==> src/rtl/display_pkg.sv <==
`default_nettype none
// ============================================================================
// Module : display_pkg
// Brief  : 7-segment encodings and small helpers shared by the scanner.
// Rev    : 1.0
// ============================================================================
package display_pkg;

    localparam int SEG_W = 7;

    localparam logic [SEG_W-1:0] SEG_BLANK = 7'h00;

    // Segment order is {g,f,e,d,c,b,a}; lower-case b and d avoid clashing with 8 and 0.
    localparam logic [SEG_W-1:0] SEG_HEX [16] = '{
        7'h3F, 7'h06, 7'h5B, 7'h4F, 7'h66, 7'h6D, 7'h7D, 7'h07,
        7'h7F, 7'h6F, 7'h77, 7'h7C, 7'h39, 7'h5E, 7'h79, 7'h71
    };

    function automatic logic [SEG_W-1:0] hex_to_seg(input logic [3:0] nib);
        return SEG_HEX[nib];
    endfunction

    function automatic logic [7:0] onehot(input logic [2:0] idx);
        return 8'b0000_0001 << idx;
    endfunction

endpackage
`default_nettype wire

==> src/rtl/reg_display_scanner_if.sv <==
`default_nettype none
// ============================================================================
// Module : reg_display_scanner_if
// Brief  : Register bus, buttons and display outputs of the register scanner.
// Rev    : 1.0
// ============================================================================
interface reg_display_scanner_if #(
    parameter int NUM_REGS   = 26,
    parameter int NUM_DIGITS = 4
);
    localparam int SEL_W = $clog2(NUM_REGS);

    logic [NUM_REGS*32-1:0] reg_bus;
    logic                   btn_next;
    logic                   btn_prev;
    logic [6:0]             seg;
    logic [NUM_DIGITS-1:0]  dig_en;
    logic [SEL_W-1:0]       sel_idx;
    logic                   frame_strobe;

    modport master (
        output reg_bus, btn_next, btn_prev,
        input  seg, dig_en, sel_idx, frame_strobe
    );

    modport slave (
        input  reg_bus, btn_next, btn_prev,
        output seg, dig_en, sel_idx, frame_strobe
    );

endinterface
`default_nettype wire

==> src/rtl/btn_debounce.sv <==
`default_nettype none
// ============================================================================
// Module : btn_debounce
// Brief  : Synchronises a raw button, debounces it on scan ticks, pulses on press.
// Rev    : 1.0
// ============================================================================
module btn_debounce #(
    parameter int DEB_TICKS = 4
) (
    input  wire logic clk,
    input  wire logic rst_n,
    input  wire logic i_tick,
    input  wire logic i_btn,
    output logic      o_press
);
    localparam int CNT_W = $clog2(DEB_TICKS + 1);

    logic             r_sync1;
    logic             r_sync2;
    logic             r_level;
    logic             r_level_q;
    logic [CNT_W-1:0] r_cnt;

    always_ff @(posedge clk or negedge rst_n) begin
        if (!rst_n) begin
            r_sync1 <= 1'b0;
            r_sync2 <= 1'b0;
        end else begin
            r_sync1 <= i_btn;
            r_sync2 <= r_sync1;
        end
    end

    // The counter only runs while the synced level disagrees with the accepted one.
    always_ff @(posedge clk or negedge rst_n) begin
        if (!rst_n) begin
            r_level <= 1'b0;
            r_cnt   <= '0;
        end else if (i_tick) begin
            if (r_sync2 != r_level) begin
                if (r_cnt == CNT_W'(DEB_TICKS - 1)) begin
                    r_level <= r_sync2;
                    r_cnt   <= '0;
                end else begin
                    r_cnt <= r_cnt + 1'b1;
                end
            end else begin
                r_cnt <= '0;
            end
        end
    end

    always_ff @(posedge clk or negedge rst_n) begin
        if (!rst_n) begin
            r_level_q <= 1'b0;
        end else begin
            r_level_q <= r_level;
        end
    end

    assign o_press = r_level & ~r_level_q;

endmodule
`default_nettype wire

==> src/rtl/reg_display_scanner.sv <==
`default_nettype none
// ============================================================================
// Module : reg_display_scanner
// Brief  : Button-selected CPU register shown as hex on multiplexed 7-seg digits.
// Rev    : 1.0
// ============================================================================
module reg_display_scanner
    import display_pkg::*;
#(
    parameter int NUM_REGS   = 26,
    parameter int NUM_DIGITS = 4,
    parameter int DIV        = 500,
    parameter int DEB_TICKS  = 4
) (
    input  wire logic             clk,
    input  wire logic             rst_n,
    reg_display_scanner_if.slave  bus
);
    localparam int SEL_W = $clog2(NUM_REGS);
    localparam int D_W   = (NUM_DIGITS > 1) ? $clog2(NUM_DIGITS) : 1;
    localparam int T_W   = $clog2(DIV);

    logic [T_W-1:0]   r_tick_cnt;
    logic             w_tick;
    logic [D_W-1:0]   r_digit;
    logic [31:0]      r_snap;
    logic             r_strobe;
    logic [SEL_W-1:0] r_sel;
    logic             w_press_next;
    logic             w_press_prev;
    logic [4:0]       w_nib_lsb;
    logic [31:0]      w_regs [NUM_REGS];

    for (genvar k = 0; k < NUM_REGS; k++) begin : g_regs
        assign w_regs[k] = bus.reg_bus[32*k +: 32];
    end

    assign w_tick = (r_tick_cnt == T_W'(DIV - 1));

    always_ff @(posedge clk or negedge rst_n) begin
        if (!rst_n) begin
            r_tick_cnt <= '0;
        end else if (w_tick) begin
            r_tick_cnt <= '0;
        end else begin
            r_tick_cnt <= r_tick_cnt + 1'b1;
        end
    end

    btn_debounce #(.DEB_TICKS(DEB_TICKS)) u_deb_next (
        .clk     (clk),
        .rst_n   (rst_n),
        .i_tick  (w_tick),
        .i_btn   (bus.btn_next),
        .o_press (w_press_next)
    );

    btn_debounce #(.DEB_TICKS(DEB_TICKS)) u_deb_prev (
        .clk     (clk),
        .rst_n   (rst_n),
        .i_tick  (w_tick),
        .i_btn   (bus.btn_prev),
        .o_press (w_press_prev)
    );

    // Simultaneous presses cancel out.
    always_ff @(posedge clk or negedge rst_n) begin
        if (!rst_n) begin
            r_sel <= '0;
        end else if (w_press_next && !w_press_prev) begin
            r_sel <= (r_sel == SEL_W'(NUM_REGS - 1)) ? '0 : r_sel + 1'b1;
        end else if (w_press_prev && !w_press_next) begin
            r_sel <= (r_sel == '0) ? SEL_W'(NUM_REGS - 1) : r_sel - 1'b1;
        end
    end

    // The snapshot is only reloaded as the scan returns to digit 0, so a frame never tears.
    always_ff @(posedge clk or negedge rst_n) begin
        if (!rst_n) begin
            r_digit  <= '0;
            r_snap   <= '0;
            r_strobe <= 1'b0;
        end else begin
            r_strobe <= 1'b0;
            if (w_tick) begin
                if (r_digit == D_W'(NUM_DIGITS - 1)) begin
                    r_digit  <= '0;
                    r_snap   <= w_regs[r_sel];
                    r_strobe <= 1'b1;
                end else begin
                    r_digit <= r_digit + 1'b1;
                end
            end
        end
    end

    assign w_nib_lsb        = 5'(r_digit) << 2;
    assign bus.seg          = hex_to_seg(r_snap[w_nib_lsb +: 4]);
    assign bus.dig_en       = NUM_DIGITS'(onehot(3'(r_digit)));
    assign bus.sel_idx      = r_sel;
    assign bus.frame_strobe = r_strobe;

endmodule
`default_nettype wire

==> src/flat_wrapper.sv <==
// flat-port wrapper written by rule: the top's interface ports become plain ports
module reg_display_scanner_flat import display_pkg::*;
#(
    parameter int NUM_REGS   = 26,
    parameter int NUM_DIGITS = 4,
    parameter int DIV        = 500,
    parameter int DEB_TICKS  = 4
)
  (clk, rst_n, bus_reg_bus, bus_btn_next, bus_btn_prev, bus_seg, bus_dig_en, bus_sel_idx, bus_frame_strobe);
  reg_display_scanner_if #(.NUM_REGS(NUM_REGS), .NUM_DIGITS(NUM_DIGITS)) bus_i ();
  input  wire logic clk;
  input  wire logic rst_n;
  input wire logic [$bits(bus_i.reg_bus)-1:0] bus_reg_bus;
  input wire logic [$bits(bus_i.btn_next)-1:0] bus_btn_next;
  input wire logic [$bits(bus_i.btn_prev)-1:0] bus_btn_prev;
  output wire logic [$bits(bus_i.seg)-1:0] bus_seg;
  output wire logic [$bits(bus_i.dig_en)-1:0] bus_dig_en;
  output wire logic [$bits(bus_i.sel_idx)-1:0] bus_sel_idx;
  output wire logic [$bits(bus_i.frame_strobe)-1:0] bus_frame_strobe;
  assign bus_i.reg_bus = bus_reg_bus;
  assign bus_i.btn_next = bus_btn_next;
  assign bus_i.btn_prev = bus_btn_prev;
  assign bus_seg = bus_i.seg;
  assign bus_dig_en = bus_i.dig_en;
  assign bus_sel_idx = bus_i.sel_idx;
  assign bus_frame_strobe = bus_i.frame_strobe;
  reg_display_scanner #(.NUM_REGS(NUM_REGS), .NUM_DIGITS(NUM_DIGITS), .DIV(DIV), .DEB_TICKS(DEB_TICKS)) u_core (.clk(clk), .rst_n(rst_n), .bus(bus_i));
endmodule
==> config.mk <==
export PLATFORM = sky130hd
export DESIGN_NAME = reg_display_scanner_flat
export DESIGN_NICKNAME = d
export VERILOG_FILES = /design/src/rtl/display_pkg.sv /design/src/rtl/reg_display_scanner_if.sv /design/src/rtl/btn_debounce.sv /design/src/rtl/reg_display_scanner.sv /design/src/flat_wrapper.sv
export SDC_FILE = /design/constraint.sdc
export NUM_CORES = 1
export LEC_CHECK = 0
export CELL_PAD_IN_SITES_DETAIL_PLACEMENT = 1
export CELL_PAD_IN_SITES_GLOBAL_PLACEMENT = 1
export CORE_AREA = 2 2 336 338
export CTS_CLUSTER_SIZE = 16
export DETAILED_ROUTE_END_ITERATION = 6
export DIE_AREA = 0 0 338 340
export HOLD_SLACK_MARGIN = 0.1
export PLACE_DENSITY_LB_ADDON = 0.3
export SLEW_MARGIN = 10
export SYNTH_ARGS = -nofsm -noshare
export SYNTH_HDL_FRONTEND = slang
export SYNTH_SLANG_ARGS = --single-unit
==> constraint.sdc <==
create_clock -name clk -period 2.6 [get_ports clk]
set_input_delay 0.78 -clock clk [delete_from_list [all_inputs] [get_ports clk]]
set_output_delay 0.78 -clock clk [all_outputs]
set_load 0.01 [all_outputs]
* Yosys cells after proc, flatten, opt, wreduce, memory -nomap -nowiden
Memories as Yosys holds them, arrays and structs flattened. Cells that the tools add are included.
Storage, ports and cells: memories 1, logic and storage cells 65, ROM bits 112, bits of input ports 836, output and inout bits 17, register bits 63
Operators by class: order comparisons 2, reduce and logical (&&, ||, !) cells 9, bitwise gates (word level) 6, shifts and indexed selects 2, equality and inequality tests 7, multiplexer cells 17, $add $sub $neg 6
Memories:
- (name not given) | depth 16, bits a word 7, read ports 1, clocked after Yosys merged registers in 0, write ports 0, line display_pkg.sv:20 | return SEG_HEX[nib];
Operators by type and width (number):
- binary-select mux 32 bit (select 5 bit) | 1
- 2-to-1 mux 32 bit | 2
- indexed part select 32 x 5 -> 4 bit | 1
- 2-to-1 mux 5 bit | 4
- 2-to-1 mux 7 bit | 2
- 2-to-1 mux 3 bit | 4
- adder 9 x 1 -> 9 bit, second input constant | 1
- == test 9 bit, second input constant | 1
- 2-to-1 mux 9 bit | 1
- adder 3 x 1 -> 3 bit, second input constant | 2
- == test 3 x 2 -> 1 bit, second input constant | 2
- greater-or-equal comparator 6 bit, second input constant | 1
- NOT 5 -> 6 bit | 1
- AND reduction 3 bit | 2
- adder 5 x 1 -> 5 bit, second input constant | 1
- == test 5 bit, second input constant | 1
- greater-or-equal comparator 5 bit, second input constant | 1
- zero test 5 bit | 1
- NOT 4 -> 5 bit | 1
- subtractor 5 x 1 -> 5 bit, second input constant | 1
- << shifter 1 x 2 -> 4 bit, first input constant | 1
- adder 2 x 1 -> 2 bit, second input constant | 1
- bitwise AND 1 bit | 2
- == test 2 bit, second input constant | 1
- other kinds (8) | 13

* Logic depth before layout (Yosys ltp)
depth after elaboration 6, depth in mapped cells 11, mapped depth without buffers 7

* Modules after synthesis
A second synthesis with hierarchy kept.
Second synthesis, totals: cells, all modules 576, area total of the unflattened synthesis 6194.7 um^2
By module, submodules not included:
- reg_display_scanner | cells each 532, times used 1, area each 5629.1 um^2, sequential area each 825.8 um^2
- btn_debounce | cells each 22, times used 2, area each 282.8 um^2, sequential area each 175.2 um^2

* Worst setup path before layout
Ideal clock, no wire load.
kind register to output, from register u_core.r_digit[0], to output port bus_seg[1], setup slack -108 ps, path buffers 1, cell stages (with the launch flop) 8, data arrival time 1928 ps, data required time 1820 ps, path through dfrtp_1 -> buf_2 -> mux4_2 -> inv_1 -> ha_1 -> inv_1 -> mux2_1 -> a22oi_1
Between the ends: cells in the longest elaborated chain, start to end 5
RTL lines:
- from (decl) | line reg_display_scanner.sv:25 | logic [D_W-1:0] r_digit;
- from (signal assigned) | line reg_display_scanner.sv:91 | r_digit <= r_digit + 1'b1;
- indexed part select 32 x 5 -> 4 bit | line reg_display_scanner.sv:98 | assign bus.seg = hex_to_seg(r_snap[w_nib_lsb +: 4]);
- NOT 4 -> 5 bit (not written as such) | line display_pkg.sv:20
- memory (16 x 7 bit)
- 2-to-1 mux 7 bit (not written as such) (2 in a row) | line display_pkg.sv:20
- to (decl) | line flat_wrapper.sv:16 | output wire logic [$bits(bus_i.seg)-1:0] bus_seg;
Every way passes these cells. The select of a mux whose other input is x is not followed.

* Final worst setup path
Same ends and word-level chain as after synthesis.

==> flow_metrics.py <==
metrics = {
    "sta": {
        "rsz0062_at_grt": "true",
        "setup_slack_ns": -0.479,
        "drv_slew": 0,
        "period_minus_slack_ns": 3.08,
        "hold_slack_ns": 0.349,
        "max_slew_margin_pct": 42.4,
        "finClkSkew_ns": 0.00796,
        "worst_pin_slew_ns": 0.864,
        "finalHoldViolations": 0,
        "setup_viol": 7,
        "setup_tns_ns": -2.95,
        "finalCritPeriodShare_pct": 118,
        "fmax_ghz": 0.325,
    },
    "clocking": {
        "cts_buffers": 5,
        "cts_sinks": 47,
        "cts-htree-levels": 2,
        "clockRootBuffer": "clkbuf_16",
        "hold_buffers": 0,
        "clk_path_buf_depth": 2,
        "cts_tree": "built",
        "clkSlewWorstSetupHoldPaths_ns": 0.06,
        "clk-insertion-delay-late_ns": 0.30,
    },
    "logic_synthesis": {
        "avgSynthCellArea_um2": 9.78,
        "synth_top_area_share_pct": 19.5,
        "yosys_warnings": 0,
        "synth-main-ff-cell": "dfrtp_1",
        "yosysSeqAreaShare_pct": 19.5,
        "synthTopCellsByArea": "dfrtp_1, mux2i_1, mux4_2, a211oi_1, ha_1",
        "ys_types": 55,
        "synth-async-reset-ratio_pct": 100,
        "yosysTopAreaCell": "dfrtp_1",
        "synthCells": 616,
        "synth_edf_count": 0,
        "yosys_register_bits": 47,
        "syn_area_um2": 6020,
        "syn-num-nets": 1470,
    },
    "detailed_routing": {
        "ant_nets": 0,
        "vias": 7397,
        "routed_wl_um": 53400,
        "wl_per_cell_um": 20.2,
        "via_per_inst": 2.80,
        "dr.pass1.iters": 4,
        "route.detailed.drc": 0,
        "drtIter0Drc": 197,
    },
    "floorplan": {
        "die_h_um": 340,
        "core_region_area_um2": 112000,
        "die_x_um": 338,
        "die-area_um2": 115000,
        "start_util_pct": 5.40,
        "std_cell_rows": 123,
        "io_pins": 853,
    },
    "setup_path": {
        "endpoint_kind": "output port",
        "worstReg2RegStart": "u_core.bus.sel_idx[0]",
        "startpoint_type": "flip-flop",
        "required_ns": 1.82,
        "path_class": "flip-flop to output port",
        "setup.worst_path.start": "u_core.r_digit[0]",
        "cp_max_fo": 5,
        "cp.arrival_ns": 2.30,
    },
    "cells_and_area": {
        "layout_common_cells": "clkdlybuf4s50_1, mux2i_1, buf_4",
        "area_growth_pct": 121,
        "nets": 1971,
        "nFillCells": 13100,
        "drive_gt1_share_pct": 19.5,
        "final_cells": 2639,
        "final_common_cell": "clkdlybuf4s50_1",
    },
    "placed_design": {
        "port_buffers": 436,
        "dp_slack_ns": -0.441,
        "dp_hpwl_um": 47700,
        "dp_cells": 2598,
        "place.gp.congestion": 0.758,
    },
    "global_routing": {
        "antenna_found_initial": 43,
        "grt_remaining_overflow": 0,
        "grt_first_pass_wirelength_um": 69800,
        "grt_max_degree": 52,
        "grt_usage_pct": 8.97,
        "grt_pass1_vias": 8251,
    },
    "min_path": {
        "min_path_type": "flip-flop to flip-flop",
        "hp-start": "u_core.u_deb_prev.r_sync1",
    },
    "power_and_ir_drop": {
        "power.leakage_uw": 0.00444,
        "vdd_ir_drop_max_mv": 0.287,
        "powerDensity_nw_per_um2": 177,
    },
    "status": {
        "status": "finished, violations left",
        "violations": "negative setup slack",
    },
    "job": {
        "max_cap_viol_count": 0,
    },
}
## sequential cells by signal, indices dropped and copies added (netlist names), 2 cells and up
name,count
u_core.r_snap,16
u_core.u_deb_next.r_cnt,3
u_core.r_tick_cnt,9
u_core.r_digit,2
u_core.bus.sel_idx,5
u_core.u_deb_prev.r_cnt,3
## area by class of cell
| type | instances | area, um^2 | area share (%) |
|---|---|---|---|
| diodes | 21 | 52.6 | 0.395 |
| repair buffers | 547 | 5430 | 40.8 |
| inverters | 22 | 82.6 | 0.620 |
| well taps | 1500 | 1880 | 14.1 |
| multi-input cells | 494 | 4530 | 34.0 |
| flip-flops and latches | 47 | 1190 | 8.91 |
| clock buffers | 8 | 156 | 1.17 |
## synth_stat cells, types with 4 or more instances
master,count
mux4_2,41
a211oi_1,32
a221oi_1,6
a22oi_1,27
buf_4,7
dfrtp_1,47
nand3b_1,4
o31ai_1,5
nand3_1,14
a21oi_1,32
buf_2,13
mux2_2,17
and2_1,11
inv_1,20
a21o_1,11
nor2b_1,9
buf_6,7
xnor2_1,4
mux2i_1,106
o21ai_0,18
ha_1,18
nor2_1,26
nand2_1,17
o22ai_1,27
mux2_1,9
clkbuf_1,17
a22o_1,7
nor4_1,12
o221ai_1,5
## worst max-delay path, stage by stage, from the launching register on
cell     delay (ns)
dfrtp_1        0.38
buf_12         0.14
mux4_2         0.61
inv_2          0.11
ha_1           0.14
inv_1          0.06
mux2_4         0.26
a22oi_2        0.15
buf_4          0.14
## repair_timing
item | CTS | global route
endpoints found under the setup margin | 14 | 14
setup buffers | 4 | 6
resized for setup | 19 | 18
gates cloned | 2 | 0
pin swaps | 4 | 4
## power breakdown
group	internal [uW]	total (uW)	switching, uW	leakage (uW)
clock network	411	703	292	0.0000773
logic	666	922	256	0.00374
registers	734	736	1.62	0.000626
total	1810	2360	550	0.00444
## final timing paths
kind,end,depth (start not counted),slack (ns)
max,bus_seg[1],8,-0.48
max in group asynchronous,u_core.bus.sel_idx[2],2,1.35
min in group asynchronous,u_core.r_digit[1],1,0.58
max reg2reg,u_core.r_snap[13],6,0.15
min,u_core.u_deb_prev.r_sync2,0,0.35
min reg2reg,u_core.u_deb_prev.r_sync2,0,0.35
## cell families (layout without fill, tap and decap cells)
logic type / count (synthesis) / in the layout / share of synthesized area (%)
other: 0 / 21 / 0
DFF: 47 / 47 / 19.5
AOI/OAI and AO/OA: 183 / 183 / 20.5
and+or+nand+nor: 114 / 114 / 10.3
adders and majority gates: 18 / 18 / 3.74
buffers and inverters: 75 / 577 / 7.29
xor gates and xnor gates: 6 / 6 / 0.872
muxes: 173 / 173 / 37.8
## routing by layer
layer / up-vias / global-route usage [%] / wire, um / part of all wire, %
met5: - / 0 / 138 / 0.26
met4: 22 / 1.06 / 384 / 0.72
met3: 37 / 3.82 / 5920 / 11
met2: 379 / 14.0 / 22800 / 43
met1: 3492 / 11.7 / 24100 / 45
li1: 3467 / - / - / -
## stage by stage
stage                     area, um^2  util [%]  total power (uW)
after floorplan                 6030         -               884
after global placement         12800      11.5              1680
after detailed placement       12800      11.5              1690
after CTS                      13100      11.8              2420
after global routing           13300      11.9              2490
final                          13300      11.9              2360
Power figures use the tool's default switching activity.
